[src/rtl/multi_host_bus.sv]
// multi_host_bus: shared single-channel interconnect between NrHosts requesters
// and NrDevices memory-mapped devices. Round-robin arbitration, address decode
// with lowest-index priority, variable-latency device responses, decode-error
// and timeout-error responses, and a saturating error counter.
//
// Handshake: a host raises host_req_i with stable fields and holds them until
// host_gnt_o is seen high in the same cycle; the grant is the acceptance. Each
// accepted request produces exactly one host_rvalid_o pulse to that host (data,
// device error, decode error or timeout). Device side: device_req_o is a single
// cycle pulse and the device answers later with one device_rvalid_i pulse.
module multi_host_bus #(
  parameter int NrHosts       = 2,
  parameter int NrDevices     = 3,
  parameter int DataWidth     = 32,
  parameter int AddressWidth  = 32,
  parameter int TimeoutCycles = 64
) (
  input  logic                      clk_i,
  input  logic                      rst_i,

  input  logic                      host_req_i    [NrHosts],
  input  logic [AddressWidth-1:0]   host_addr_i   [NrHosts],
  input  logic                      host_we_i     [NrHosts],
  input  logic [DataWidth/8-1:0]    host_be_i     [NrHosts],
  input  logic [DataWidth-1:0]      host_wdata_i  [NrHosts],
  output logic                      host_gnt_o    [NrHosts],
  output logic                      host_rvalid_o [NrHosts],
  output logic [DataWidth-1:0]      host_rdata_o  [NrHosts],
  output logic                      host_err_o    [NrHosts],

  output logic                      device_req_o    [NrDevices],
  output logic [AddressWidth-1:0]   device_addr_o   [NrDevices],
  output logic                      device_we_o     [NrDevices],
  output logic [DataWidth/8-1:0]    device_be_o     [NrDevices],
  output logic [DataWidth-1:0]      device_wdata_o  [NrDevices],
  input  logic                      device_rvalid_i [NrDevices],
  input  logic [DataWidth-1:0]      device_rdata_i  [NrDevices],
  input  logic                      device_err_i    [NrDevices],

  input  logic [AddressWidth-1:0]   cfg_device_addr_base [NrDevices],
  input  logic [AddressWidth-1:0]   cfg_device_addr_mask [NrDevices],

  output logic [15:0]               err_count_o,
  output logic [1:0]                dbg_state_o
);

  localparam int HIW = (NrHosts > 1) ? $clog2(NrHosts) : 1;
  localparam int DIW = (NrDevices > 1) ? $clog2(NrDevices) : 1;
  localparam int CW  = $clog2(TimeoutCycles);

  typedef enum logic [1:0] {
    IDLE      = 2'd0,
    WAIT_RESP = 2'd1,
    ERR_RESP  = 2'd2
  } state_e;

  state_e          state_q, state_d;
  logic [HIW-1:0]  last_host_q, last_host_d;
  logic [HIW-1:0]  owner_q, owner_d;
  logic [DIW-1:0]  dev_q, dev_d;
  logic [CW-1:0]   cnt_q, cnt_d;
  logic [15:0]     err_count_q, err_count_d;

  logic                    any_req;
  logic [HIW-1:0]          win_idx;
  logic [HIW-1:0]          cand;
  logic [AddressWidth-1:0] sel_addr;
  logic                    dec_hit;
  logic [DIW-1:0]          dec_idx;
  logic                    err_inc;

  // Round-robin search starting one past the last winner.
  always_comb begin
    any_req = 1'b0;
    win_idx = '0;
    cand    = '0;
    for (int i = 1; i <= NrHosts; i++) begin
      cand = HIW'((int'(last_host_q) + i) % NrHosts);
      if (!any_req && host_req_i[cand]) begin
        any_req = 1'b1;
        win_idx = cand;
      end
    end
  end

  // Address decode of the arbitration winner; scanning downwards lets the lowest hit win.
  always_comb begin
    sel_addr = host_addr_i[win_idx];
    dec_hit  = 1'b0;
    dec_idx  = '0;
    for (int d = NrDevices - 1; d >= 0; d--) begin
      if ((sel_addr & cfg_device_addr_mask[d]) == cfg_device_addr_base[d]) begin
        dec_hit = 1'b1;
        dec_idx = DIW'(d);
      end
    end
  end

  // Next-state and output logic; only the owning host ever sees a response.
  always_comb begin
    state_d     = state_q;
    last_host_d = last_host_q;
    owner_d     = owner_q;
    dev_d       = dev_q;
    cnt_d       = cnt_q;
    err_count_d = err_count_q;
    err_inc     = 1'b0;

    for (int h = 0; h < NrHosts; h++) begin
      host_gnt_o[h]    = 1'b0;
      host_rvalid_o[h] = 1'b0;
      host_err_o[h]    = 1'b0;
      host_rdata_o[h]  = '0;
    end
    // Request fields go to every device; only device_req_o qualifies them.
    for (int d = 0; d < NrDevices; d++) begin
      device_req_o[d]   = 1'b0;
      device_addr_o[d]  = sel_addr;
      device_we_o[d]    = host_we_i[win_idx];
      device_be_o[d]    = host_be_i[win_idx];
      device_wdata_o[d] = host_wdata_i[win_idx];
    end

    case (state_q)
      IDLE: begin
        if (any_req) begin
          host_gnt_o[win_idx] = 1'b1;
          last_host_d         = win_idx;
          owner_d             = win_idx;
          dev_d               = dec_idx;
          cnt_d               = '0;
          if (dec_hit) begin
            device_req_o[dec_idx] = 1'b1;
            state_d               = WAIT_RESP;
          end else begin
            state_d = ERR_RESP;
          end
        end
      end

      WAIT_RESP: begin
        if (device_rvalid_i[dev_q]) begin
          host_rvalid_o[owner_q] = 1'b1;
          host_rdata_o[owner_q]  = device_rdata_i[dev_q];
          host_err_o[owner_q]    = device_err_i[dev_q];
          state_d                = IDLE;
        end else if (cnt_q == CW'(TimeoutCycles - 1)) begin
          // Device gave up on: answer with an error so the host never stalls.
          host_rvalid_o[owner_q] = 1'b1;
          host_err_o[owner_q]    = 1'b1;
          err_inc                = 1'b1;
          state_d                = IDLE;
        end else begin
          cnt_d = cnt_q + CW'(1);
        end
      end

      ERR_RESP: begin
        host_rvalid_o[owner_q] = 1'b1;
        host_err_o[owner_q]    = 1'b1;
        err_inc                = 1'b1;
        state_d                = IDLE;
      end

      default: state_d = IDLE;
    endcase

    if (err_inc && (err_count_q != 16'hFFFF)) begin
      err_count_d = err_count_q + 16'd1;
    end
  end

  // State registers; reset makes host 0 the first arbitration winner.
  always_ff @(posedge clk_i) begin
    if (rst_i) begin
      state_q     <= IDLE;
      last_host_q <= HIW'(NrHosts - 1);
      owner_q     <= '0;
      dev_q       <= '0;
      cnt_q       <= '0;
      err_count_q <= '0;
    end else begin
      state_q     <= state_d;
      last_host_q <= last_host_d;
      owner_q     <= owner_d;
      dev_q       <= dev_d;
      cnt_q       <= cnt_d;
      err_count_q <= err_count_d;
    end
  end

  assign err_count_o = err_count_q;
  assign dbg_state_o = state_q;

endmodule

[config.mk]
export PLATFORM = sky130hd
export DESIGN_NAME = multi_host_bus
export DESIGN_NICKNAME = d
export VERILOG_FILES = /design/src/rtl/multi_host_bus.sv
export SDC_FILE = /design/constraint.sdc
export NUM_CORES = 1
export LEC_CHECK = 0
export CAP_MARGIN = 20
export CORE_AREA = 8 8 282 284
export CTS_CLUSTER_DIAMETER = 30
export DETAILED_ROUTE_END_ITERATION = 6
export DIE_AREA = 0 0 290 292
export GPL_ROUTABILITY_DRIVEN = 0
export SKIP_CTS_REPAIR_TIMING = 1
export SYNTH_ARGS = -nofsm -noshare
export SYNTH_HDL_FRONTEND = slang
export SYNTH_SLANG_ARGS = --single-unit
[constraint.sdc]
create_clock -name clk_i -period 3.1 [get_ports clk_i]
set_clock_uncertainty 0.15 [all_clocks]
set_input_delay 0.31 -clock clk_i [delete_from_list [all_inputs] [get_ports clk_i]]
set_output_delay 0.31 -clock clk_i [all_outputs]
set_load 0.005 [all_outputs]
# --- Word level (Yosys, flattened, before mapping) ---
# Index checks and enable logic that the tools add are counted.
totals:
  ff_bits: 28
  in_bits: 436
op_classes:
  add_sub_neg: 4
  magnitude_cmp: 9
  n_eq_ne: 11
  muxes: 69
  n_bitwise: 11
  reduce_logical: 11
ops:
  columns: ["cell", "count"]
  rows:
  - ["$mux W32", 9]
  - ["$mux W64", 2]
  - ["$and A32 B32 Y32", 3]
  - ["$eq A32 B32 Y1", 3]
  - ["$and A64 B64 Y64", 1]
  - ["$bmux W32 S2", 1]
  - ["$demux W32 S1", 1]
  - ["$mux W1", 25]
  - ["$mux W2", 12]
  - ["$mux W6", 3]
  - ["$add A16 B1 Y16 const B", 1]
  - ["$ne A16 B16 Y1 const B", 1]
  - ["$mux W4", 3]
  - ["$pmux W2 S2", 3]
  - ["$pmux W6 S2", 1]
  - ["$mux W3", 3]
  - ["$ge A2 B2 Y1 const B", 4]
  - ["$not A1 Y2", 4]
  - ["$add A6 B1 Y6 const B", 1]
  - ["$eq A6 B6 Y1 const B", 1]
  - ["$ge A3 B3 Y1 const B", 2]
  - ["$ne A2 B2 Y1 const B", 3]
  - ["$not A2 Y3", 2]
  - ["$logic_and A1 B1 Y1", 5]
  - ["16 further kinds", 21]

# --- Logic depth before layout (Yosys ltp) ---
depth:
  word_depth: 26
  ltp_mapped: 10

# --- Worst setup path before layout ---
# Ideal clock, no wire load.
synth_path:
  kind: "in2out"
  from: "input host_req_i[0] in the netlist's numbering"
  to: "output device_req_o[0] in the netlist's numbering"
  arrival_ps: 2077
  required_ps: 2640
  slack_ps: 563
  stages: 8
  cell_sequence: "a21boi_4 > buf_6 > mux2_2 > and3_1 > o2111ai_1 > nor4_2 > and2_1 > nor4_1"
synth_rtl:
  columns: ["element", "line", "text"]
  rows:
  - ["from (decl)", "21", "input logic host_req_i [NrHosts],"]
  - ["to (decl)", "31", "output logic device_req_o [NrDevices],"]

==> metrics.cfg <==
[timing]
rsz0062_at_grt = true
slew_headroom = 0.578
slew_violations = 0
worst_pin_slew_ps = 628
finalCriticalPeriod_ps = 3500
final.setup.tns_ps = -1100
setup_viol_count_final = 5
report.final.hold_viol_count = 0
fmax_ghz = 0.286
fin_ws_ps = -397
fin_crit_sh = 1.13

[logic_synthesis]
synth_common_cells = nand2_1, buf_4, nor2_1, mux2i_1, xnor2_1
synth_area_leader_cell = buf_4
yosysWarningCount = 0
syn-num-nets = 1392
yosys_most_used_dff = dfxtp_1
synth-seq-cells = 28
ys_async_sr_fraction = 0
avgSynthCellArea_sq_um = 7.20
ys_types = 48
synth_top_area_frac = 0.156
netlist_instances = 951
synth_edf_count = 0
yosys-top-cells-area = buf_4, mux2i_1, mux2_2
ys_seq_area_frac = 0.0819
synth_most_common_cell = nand2_1
syn_area_sq_um = 6850

[worst_setup_path]
crit_slowest_cell = dfxtp_2
cp_slowest_stage_delay_ps = 340
crit_type = flop to output port
crit_arrival_ps = 3040
start_kind = flop
cp_max_fo = 6
critical_path_required_ps = 2640
critPathMostFrequentCell = buf_4
crit_chain = a21boi_4 -> buf_12 -> buf_4 -> buf_4 -> mux2i_1 -> xnor2_1 -> o2111ai_2 -> nor4_4 -> buf_4 -> nand2_4 -> nor4_4 -> buf_2
end_kind = output port

[routing]
post_drt_wl_per_cell_microns = 23.5
ant_nets = 0
dr.pass1.iters = 4
first_iter_violations = 353
routed_wl_microns = 61800
via_count = 9455
drc = 0
vias_per_cell = 3.59

[final_layout]
fillers = 8301
drive_gt1_frac = 0.163
fin_nets = 2086
area_growth_syn_to_layout_pct = 131

[global_routing]
grt_max_degree = 33
grt_util_met1 = 0.160
first_global_vias = 10044
grtUsageMet3 = 0.0601
grt_pass1_wl_microns = 80200
met2_usage = 0.216
overflow = 0
grtUsageTotal = 0.133
antenna_found_initial = 29
grt.busiest_layer = met2

[clock_network]
h-tree-depth = 1
cts-root-buf = clkbuf_16
clk_pin_slew_ps = 70
tritoncts = done
clock_latency_ps = 260
clock_path_buffers = 2
numCtsBuffers = 3
cts_sinks = 28

[die]
num_rows = 101
io-pin-count = 734
start_util = 0.0911
fp.dieArea_sq_um = 84700
core_sq_um = 75200
die_h_microns = 292
die_w_microns = 290

[outcome]
violations = setup timing
status = complete, but fails checks

[flow_run]
max_cap_violations = 0

[power_and_ir_drop]
power_density_nw_per_um2 = 188
leakage_nw = 5.84
ir_drop_v = 0.000286
p_total_w = 0.00297

[placement]
dp_hpwl_microns = 55800
port_buffers = 733

[min_path]
hp-class = flop to flop

layout by cell type, fill, tap and decap left out, types with 7 or more instances in the layout:
cell	count
a21oi_1	60
o2111ai_2	11
diode_2	13
buf_12	17
mux2i_2	7
xnor2_1	77
clkdlybuf4s50_1	719
mux2i_1	95
nor2_1	124
o2111a_1	7
nand2_1	158
buf_6	9
inv_1	8
mux2_2	66
dfxtp_1	26
nor3_1	9
nand3_1	11
and3_1	27
buf_4	113
o21ai_0	10
worst paths after layout:
path	start	endpoint	slack [ps]	cells past startpoint
worst min register to register	cnt_q[1]$_SDFFE_PP0P_	cnt_q[1]$_SDFFE_PP0P_	340	2
worst min-delay path	cnt_q[1]$_SDFFE_PP0P_	cnt_q[1]$_SDFFE_PP0P_	340	2
worst max register to register	last_host_q$_SDFFE_PP1P_	dbg_state_o[0]$_SDFFE_PP0P_	-60	13
worst max-delay path	last_host_q$_SDFFE_PP1P_	device_req_o[0]	-400	12
per-stage QoR:
stage / hold slack [ps] / cells / area [sq um] / worst slack [ps] / util
2_1_floorplan: 254 / 951 / 6850 / 563 / -
3_3_place_gp: 322 / 2604 / 15200 / -1590 / 0.202
3_5_place_dp: 330 / 2604 / 15200 / -1580 / 0.202
4_1_cts: 342 / 2608 / 15300 / -1590 / 0.203
5_1_grt: 368 / 2627 / 15800 / -608 / 0.210
6_report: 340 / 2635 / 15800 / -397 / 0.210
cell families after synthesis:
family          synth area share
mux                        0.270
simple gates               0.230
xor+xnor                   0.113
fa+ha+maj                0.00914
flops                     0.0819
buf+inv                    0.192
compound gates             0.104
final cells by class:
class | instances | area [sq um] | share of cell area
diodes | 13 | 32.5 | 0.00206
clock buffers | 3 | 75.1 | 0.00475
clock inverters | 1 | 30.0 | 0.00190
inverters | 8 | 30.0 | 0.00190
multi-input cells | 739 | 5280 | 0.334
flip-flops and latches | 28 | 563 | 0.0356
well taps | 978 | 1220 | 0.0773
repair buffers | 865 | 8590 | 0.543
flip-flops by register name, summed over array words and instances (netlist names):
register,cells
cnt_q,6
dbg_state_o,2
dev_q,2
err_count_o,16
last_host_q,1
owner_q,1
critical path: cells and delay by family, from the launching register on:
family	cells	cell delay [ps]
AO/OA/AOI/OAI	2	520
XOR/XNOR	1	240
buffers and inverters	5	820
flip-flops	1	340
multiplexers	1	210
AND/OR/NAND/NOR	3	620
routing by layer:
metal  share of wire  wire, microns
met5          0.0011             69
met4           0.022           1340
met3            0.11           6510
met2            0.45          28000
met1            0.42          25900
report_power, final:
part	switching [W]	internal [W]
sequential	0.00000627	0.000364
combinational	0.000868	0.00135
clock	0.000125	0.000257
total	0.000999	0.00198
No activity file was read; power rests on OpenSTA's default activity.
